## src/rtl/cmd_link_pkg.sv

```systemverilog
// Shared types and constants for the Bluetooth command link responder.
package cmd_link_pkg;

    typedef enum logic [1:0] {RX_IDLE, RX_START, RX_DATA, RX_STOP} rx_state_t;
    typedef enum logic {ASM_HIGH, ASM_LOW} asm_state_t;
    typedef enum logic {TX_IDLE, TX_SHIFT} tx_state_t;

    localparam int         DATA_BITS  = 8;
    localparam int         FRAME_BITS = 10;
    localparam logic [7:0] ACK        = 8'hA5;

endpackage

```

## src/rtl/uart_rx_core.sv

```systemverilog
// 8N1 UART receiver: RX synchronizer, start-bit validation, LSB-first data and stop check.
// rx_active is exported only when INTERBYTE_TIMEOUT_EN is defined.
module uart_rx_core
    import cmd_link_pkg::*;
#(
    parameter int BAUD_DIV = 2604
) (
    input  logic       clk,
    input  logic       rst,
    input  logic       rx,
`ifdef INTERBYTE_TIMEOUT_EN
    output logic       rx_active,
`endif
    output logic       rx_byte_vld,
    output logic [7:0] rx_byte,
    output logic       frm_err
);

    localparam logic [11:0] BIT_LAST  = 12'(BAUD_DIV - 1);
    localparam logic [11:0] HALF_LAST = 12'(BAUD_DIV / 2 - 1);
    localparam logic [2:0]  LAST_BIT  = 3'(DATA_BITS - 1);

    rx_state_t   state_reg, state_next;
    logic [1:0]  sync_reg;
    logic        rx_prev_reg;
    logic [11:0] baud_cnt_reg;
    logic [2:0]  bit_cnt_reg;
    logic [7:0]  shift_reg;
    logic        rx_s;
    logic        fall;
    logic        tick;

    assign rx_s    = sync_reg[1];
    // Falling edge needs a high history so a held-low line after a framing error is not a start bit.
    assign fall    = rx_prev_reg & ~rx_s;
    assign tick    = (state_reg == RX_START) ? (baud_cnt_reg == HALF_LAST)
                                             : (baud_cnt_reg == BIT_LAST);
    assign rx_byte = shift_reg;

    always_ff @(posedge clk) begin
        if (rst) begin
            state_reg    <= RX_IDLE;
            sync_reg     <= 2'b11;
            rx_prev_reg  <= 1'b1;
            baud_cnt_reg <= '0;
            bit_cnt_reg  <= '0;
            shift_reg    <= '0;
        end else begin
            state_reg   <= state_next;
            sync_reg    <= {sync_reg[0], rx};
            rx_prev_reg <= rx_s;
            if (state_reg == RX_IDLE || tick)
                baud_cnt_reg <= '0;
            else
                baud_cnt_reg <= baud_cnt_reg + 12'd1;
            if (state_reg == RX_START)
                bit_cnt_reg <= '0;
            else if (state_reg == RX_DATA && tick) begin
                shift_reg   <= {rx_s, shift_reg[7:1]};
                bit_cnt_reg <= bit_cnt_reg + 3'd1;
            end
        end
    end

    always_comb begin
        state_next = state_reg;
        case (state_reg)
            RX_IDLE:  if (fall) state_next = RX_START;
            RX_START: if (tick) state_next = rx_s ? RX_IDLE : RX_DATA;
            RX_DATA:  if (tick && bit_cnt_reg == LAST_BIT) state_next = RX_STOP;
            RX_STOP:  if (tick) state_next = RX_IDLE;
            default:  state_next = RX_IDLE;
        endcase
    end

    always_comb begin
        rx_byte_vld = (state_reg == RX_STOP) && tick && rx_s;
        frm_err     = (state_reg == RX_STOP) && tick && !rx_s;
`ifdef INTERBYTE_TIMEOUT_EN
        rx_active   = (state_reg != RX_IDLE);
`endif
    end

endmodule

```

## src/rtl/cmd_link_responder.sv

```systemverilog
// Robot-side command link: assembles 16-bit commands from two UART bytes and sends a response byte.
// Optional inter-byte timeout in LOW is enabled with INTERBYTE_TIMEOUT_EN.
module cmd_link_responder
    import cmd_link_pkg::*;
#(
    parameter int BAUD_DIV     = 2604,
    parameter int TIMEOUT_BITS = 20
) (
    input  logic        clk,
    input  logic        rst,
    input  logic        RX,
    output logic        TX,
    output logic [15:0] cmd,
    output logic        cmd_rdy,
    input  logic        clr_cmd_rdy,
    input  logic        send_resp,
    input  logic [7:0]  resp,
    output logic        resp_sent,
    output logic        tx_busy
);

    localparam logic [11:0] BIT_LAST   = 12'(BAUD_DIV - 1);
    localparam logic [3:0]  LAST_FRAME = 4'(FRAME_BITS - 1);

    logic       rx_byte_vld;
    logic [7:0] rx_byte;
    logic       frm_err;
    logic       timeout;

`ifdef INTERBYTE_TIMEOUT_EN
    logic rx_active;
`endif

    uart_rx_core #(.BAUD_DIV(BAUD_DIV)) u_rx (
        .clk         (clk),
        .rst         (rst),
        .rx          (RX),
`ifdef INTERBYTE_TIMEOUT_EN
        .rx_active   (rx_active),
`endif
        .rx_byte_vld (rx_byte_vld),
        .rx_byte     (rx_byte),
        .frm_err     (frm_err)
    );

    // ---------------- byte assembly ----------------
    asm_state_t  asm_reg, asm_next;
    logic [7:0]  high_byte_reg;
    logic [15:0] cmd_reg;
    logic        cmd_rdy_reg;
    logic        accept_high;
    logic        accept_low;

    assign cmd     = cmd_reg;
    assign cmd_rdy = cmd_rdy_reg;

    always_ff @(posedge clk) begin
        if (rst) begin
            asm_reg       <= ASM_HIGH;
            high_byte_reg <= '0;
            cmd_reg       <= '0;
            cmd_rdy_reg   <= 1'b0;
        end else begin
            asm_reg <= asm_next;
            if (accept_high)
                high_byte_reg <= rx_byte;
            else if (frm_err || timeout)
                high_byte_reg <= '0;
            if (accept_low)
                cmd_reg <= {high_byte_reg, rx_byte};
            // Completion beats a simultaneous clear; a new high byte withdraws the stale command.
            if (accept_low)
                cmd_rdy_reg <= 1'b1;
            else if (accept_high || clr_cmd_rdy)
                cmd_rdy_reg <= 1'b0;
        end
    end

    always_comb begin
        asm_next = asm_reg;
        if (frm_err)
            asm_next = ASM_HIGH;
        else begin
            case (asm_reg)
                ASM_HIGH: if (rx_byte_vld) asm_next = ASM_LOW;
                ASM_LOW:  if (rx_byte_vld || timeout) asm_next = ASM_HIGH;
                default:  asm_next = ASM_HIGH;
            endcase
        end
    end

    always_comb begin
        accept_high = (asm_reg == ASM_HIGH) && rx_byte_vld;
        accept_low  = (asm_reg == ASM_LOW) && rx_byte_vld;
    end

`ifdef INTERBYTE_TIMEOUT_EN
    localparam logic [15:0] TO_LIMIT = 16'(TIMEOUT_BITS);

    logic [11:0] to_div_reg;
    logic [15:0] to_bits_reg;
    logic        to_counting;

    // Bit-times are only counted while no low-byte frame is in progress.
    assign to_counting = (asm_reg == ASM_LOW) && !rx_active;
    assign timeout     = to_counting && (to_bits_reg == TO_LIMIT);

    always_ff @(posedge clk) begin
        if (rst || accept_high) begin
            to_div_reg  <= '0;
            to_bits_reg <= '0;
        end else if (to_counting) begin
            if (to_div_reg == BIT_LAST) begin
                to_div_reg  <= '0;
                to_bits_reg <= to_bits_reg + 16'd1;
            end else begin
                to_div_reg <= to_div_reg + 12'd1;
            end
        end
    end
`else
    assign timeout = 1'b0;
`endif

    // ---------------- response transmitter ----------------
    tx_state_t   tx_reg, tx_next;
    logic [9:0]  tx_shift_reg;
    logic [11:0] tx_cnt_reg;
    logic [3:0]  tx_bit_reg;
    logic        resp_sent_reg;
    logic        tx_accept;
    logic        tx_tick;
    logic        tx_done;

    // Idle shift content is all ones, so TX comes straight from a flop and idles high.
    assign TX        = tx_shift_reg[0];
    assign resp_sent = resp_sent_reg;

    always_ff @(posedge clk) begin
        if (rst) begin
            tx_reg        <= TX_IDLE;
            tx_shift_reg  <= '1;
            tx_cnt_reg    <= '0;
            tx_bit_reg    <= '0;
            resp_sent_reg <= 1'b0;
        end else begin
            tx_reg        <= tx_next;
            resp_sent_reg <= tx_done;
            if (tx_accept) begin
                tx_shift_reg <= {1'b1, resp, 1'b0};
                tx_cnt_reg   <= '0;
                tx_bit_reg   <= '0;
            end else if (tx_tick) begin
                tx_shift_reg <= {1'b1, tx_shift_reg[9:1]};
                tx_cnt_reg   <= '0;
                tx_bit_reg   <= tx_bit_reg + 4'd1;
            end else if (tx_reg == TX_SHIFT) begin
                tx_cnt_reg <= tx_cnt_reg + 12'd1;
            end
        end
    end

    always_comb begin
        tx_next = tx_reg;
        case (tx_reg)
            TX_IDLE:  if (tx_accept) tx_next = TX_SHIFT;
            TX_SHIFT: if (tx_done) tx_next = TX_IDLE;
            default:  tx_next = TX_IDLE;
        endcase
    end

    always_comb begin
        tx_busy   = (tx_reg == TX_SHIFT);
        tx_accept = (tx_reg == TX_IDLE) && send_resp && !resp_sent_reg;
        tx_tick   = (tx_reg == TX_SHIFT) && (tx_cnt_reg == BIT_LAST);
        tx_done   = tx_tick && (tx_bit_reg == LAST_FRAME);
    end

endmodule

```

## config.mk

```make
export PLATFORM = sky130hd
export DESIGN_NAME = cmd_link_responder
export DESIGN_NICKNAME = d
export VERILOG_FILES = /design/src/rtl/cmd_link_pkg.sv /design/src/rtl/uart_rx_core.sv /design/src/rtl/cmd_link_responder.sv
export SDC_FILE = /design/constraint.sdc
export NUM_CORES = 1
export LEC_CHECK = 0
export BUFFER_PORTS_ARGS = -buffer_cell sky130_fd_sc_hd__buf_2
export CORE_UTILIZATION = 30
export CTS_CLUSTER_DIAMETER = 30
export DETAILED_ROUTE_END_ITERATION = 6
export GPL_TIMING_DRIVEN = 0
export SLEW_MARGIN = 0
export SYNTH_ARGS = -nofsm -noshare
export SYNTH_HDL_FRONTEND = slang
export SYNTH_HIERARCHICAL = 1
export SYNTH_SLANG_ARGS = --single-unit
```

## constraint.sdc

```tcl
create_clock -name clk -period 2.3 [get_ports clk]
set_input_delay 0.115 -clock clk [delete_from_list [all_inputs] [get_ports clk]]
set_output_delay 0.115 -clock clk [all_outputs]
set_load 0.03 [all_outputs]
```

==> flow_metrics.env <==
export IMPL_run_status="complete, but fails checks"
export IMPL_violations="hold timing"
export IMPL_powerDensity_nw_per_um2=684
export IMPL_initial_core_util_pct=31.4
export IMPL_irDropWorstVdd_v=0.000506
export IMPL_fin_ws_ps=83.7
export IMPL_clockBufferDepth=2
export IMPL_final_area_um2=4350
export IMPL_clk_latency_ps=330
export IMPL_crit_type="flop to flop"
export IMPL_min_period_ps=2220
export IMPL_setup_viol=0
export IMPL_synth_top_area_share_pct=46.8
export IMPL_drt_wirelength_per_cell_um=12.4
export IMPL_chipWidth_um=109
export IMPL_largest_reg_flops=16
export IMPL_yosys_warnings=6
export IMPL_synthesis_area_um2=3460
export IMPL_use_met1_pct=15.8
export IMPL_yosysMostFrequentCell="dfxtp_1"
export IMPL_synth_nets=385
export IMPL_rows=38
export IMPL_leakage_nw=1.60
export IMPL_max_freq_mhz=451
export IMPL_routed_via_density=4.86
export IMPL_finClkSkew_ps=10.4
export IMPL_grtUsageMet3_pct=3.44
export IMPL_maxSlewHeadroom_pct=65.4
export IMPL_grt_antenna_before_repair=0
export IMPL_ios=33
export IMPL_fin_nets=444
export IMPL_critPathMaxFanout=10
export IMPL_fin_crit_sh_pct=96.4
export IMPL_yosysSeqAreaShare_pct=46.8
export IMPL_ys_seq_elements=81
export IMPL_grtUsageTotal_pct=12.5
export IMPL_firstDrtPassIters=4
export IMPL_ys_async_sr_fraction_pct=0
export IMPL_cts_hold_buf=0
export IMPL_routabilityCongestion=0.790
export IMPL_grt_pass1_wl_um=11700
export IMPL_drive_gt1_share_pct=24.1
export IMPL_cp_required_ps=2500
export IMPL_busiest_layer="met2"
export IMPL_yosys_area_top_type="dfxtp_1"
export IMPL_dp_slack_ps=-345
export IMPL_final_cells=568
export IMPL_postSynthCellCount=364
export IMPL_met2_usage_pct=20.6
export IMPL_postPlaceCellArea_um2=3800
export IMPL_hold_viol=1
export IMPL_min_path_type="input pin to flop"
export IMPL_grt_pass1_vias=2550
export IMPL_place_hpwl_um=4700
export IMPL_finalMaxSlewViolations=0
export IMPL_die_h_um=109
export IMPL_die_area_um2=12000
export IMPL_area_delta_synth_final_pct=25.7
export IMPL_holdWs_ps=-8.10
export IMPL_drtIter0Drc=72
export IMPL_critPathLaunchType="flop"
export IMPL_core_area_um2=11000
export IMPL_h_tree_depth=3
export IMPL_grt_max_degree=16
export IMPL_vias=2758
export IMPL_port_buffers=32
export IMPL_path_clk_slew_ps=60
export IMPL_synth_distinct_cells=48
export IMPL_dp_cells=536
export IMPL_ys_top_cells_by_count="81 x dfxtp_1, 64 x nor2_1, 26 x mux2i_1"
export IMPL_final_antenna_net_count=0
export IMPL_cts_tree="yes"
export IMPL_drt_total_wl_um=7020
export IMPL_cp_end_kind="flop"
export IMPL_synth_edf_count=0
export IMPL_syn_area_per_cell_um2=9.51
export IMPL_worst_slew_pin_slew_ps=520
export IMPL_cts_made_buffers=9
export IMPL_cts_root_buf="clkbuf_16"
export IMPL_drv_cap=0
export IMPL_arrival_ps=2410
export IMPL_synth_area_top_cells="dfxtp_1 47%, mux2i_1 7.5%, nor2_1 6.9%, xor2_1 3.0%, ha_1 2.9%"
export IMPL_drc=0
export IMPL_synthFlopType="dfxtp_1"
export IMPL_diodes=0
export IMPL_cts_num_sinks=81
export IMPL_grt_overflow_total=0
==> report_power, final <==
group,total [mW],switching [mW],leakage (nW),internal [mW]
logic,0.114,0.0692,0.797,0.0451
clock network,1.43,0.583,0.139,0.850
registers,1.43,0.0122,0.660,1.42
==> critical path, stage by stage (launching register included) <==
cell and delay (ps):
dfxtp_2 350, nand4bb_1 200, a211o_4 320, a21oi_4 170, and2_4 170, and3_1 190
ha_1 170, buf_6 130, buf_12 140, mux2i_1 190, nor2_1 50
==> routing by layer <==
metal	wire (µm)	vias up
met3	212	6
li1	-	1393
met2	3310	39
met1	3440	1320
met4	59	0
met5	0	-
==> placed cells by master (no fill, tap or decap), types with 10 or more instances in the layout <==
cell type,instances
a21oi_1,10
buf_2,35
buf_4,17
dfxtp_1,74
mux2i_1,26
nand2_1,16
nand3_1,12
nor2_1,64
nor3_1,16
xnor2_1,11
xor2_1,12
==> per-stage QoR <==
| stage | total power, mW | TNS [ps] | utilization [%] |
|---|---|---|---|
| 2_1_floorplan | 1.54 | 0 | - |
| 3_3_place_gp | 1.57 | -4670 | 34.5 |
| 3_5_place_dp | 1.57 | -4870 | 34.5 |
| 4_1_cts | 3.01 | 0 | 38.0 |
| 5_1_grt | 3.08 | -48.7 | 39.5 |
| 6_report | 2.98 | 0 | 39.5 |
==> final timing paths <==
| kind | slack, ps | start | depth (start not counted) | to |
|---|---|---|---|---|
| min reg2reg | 410 | u_rx/sync_reg[0] | 1 | u_rx/sync_reg[1] |
| max reg2reg | 80 | u_rx/baud_cnt_reg[8] | 10 | cmd[14] |
| min | -8 | RX | 2 | u_rx/sync_reg[0] |
| max | 80 | u_rx/baud_cnt_reg[8] | 10 | cmd[14] |
==> logic make-up after synthesis <==
family                   synth area share (%)
buffers and inverters                    4.30
AND/OR/NAND/NOR                          25.3
flip-flops                               46.8
XOR/XNOR                                 5.82
multiplexers                             7.84
adder cells (fa/ha/maj)                  2.89
AO/OA/AOI/OAI                            7.01
==> area by class of cell <==
class                   instances  area (µm²)
well taps                     140         175
clock inverters                 7        78.8
inverters                       7        28.8
fillers                      1103        6680
clock buffers                   9         225
plain buffers                  22         166
repair buffers                 48         284
multi-input cells             254        1760
flip-flops and latches         81        1640
==> what timing repair did <==
| item | 4_1_cts | 5_1_grt |
|---|---|---|
| setup buffers | 5 | 11 |
| setup endpoints to repair | 25 | 29 |
| resized for setup | 13 | 22 |
| pin swaps | 2 | 5 |
| cloned | 0 | 1 |
No activity file was read; power rests on OpenSTA's default activity.
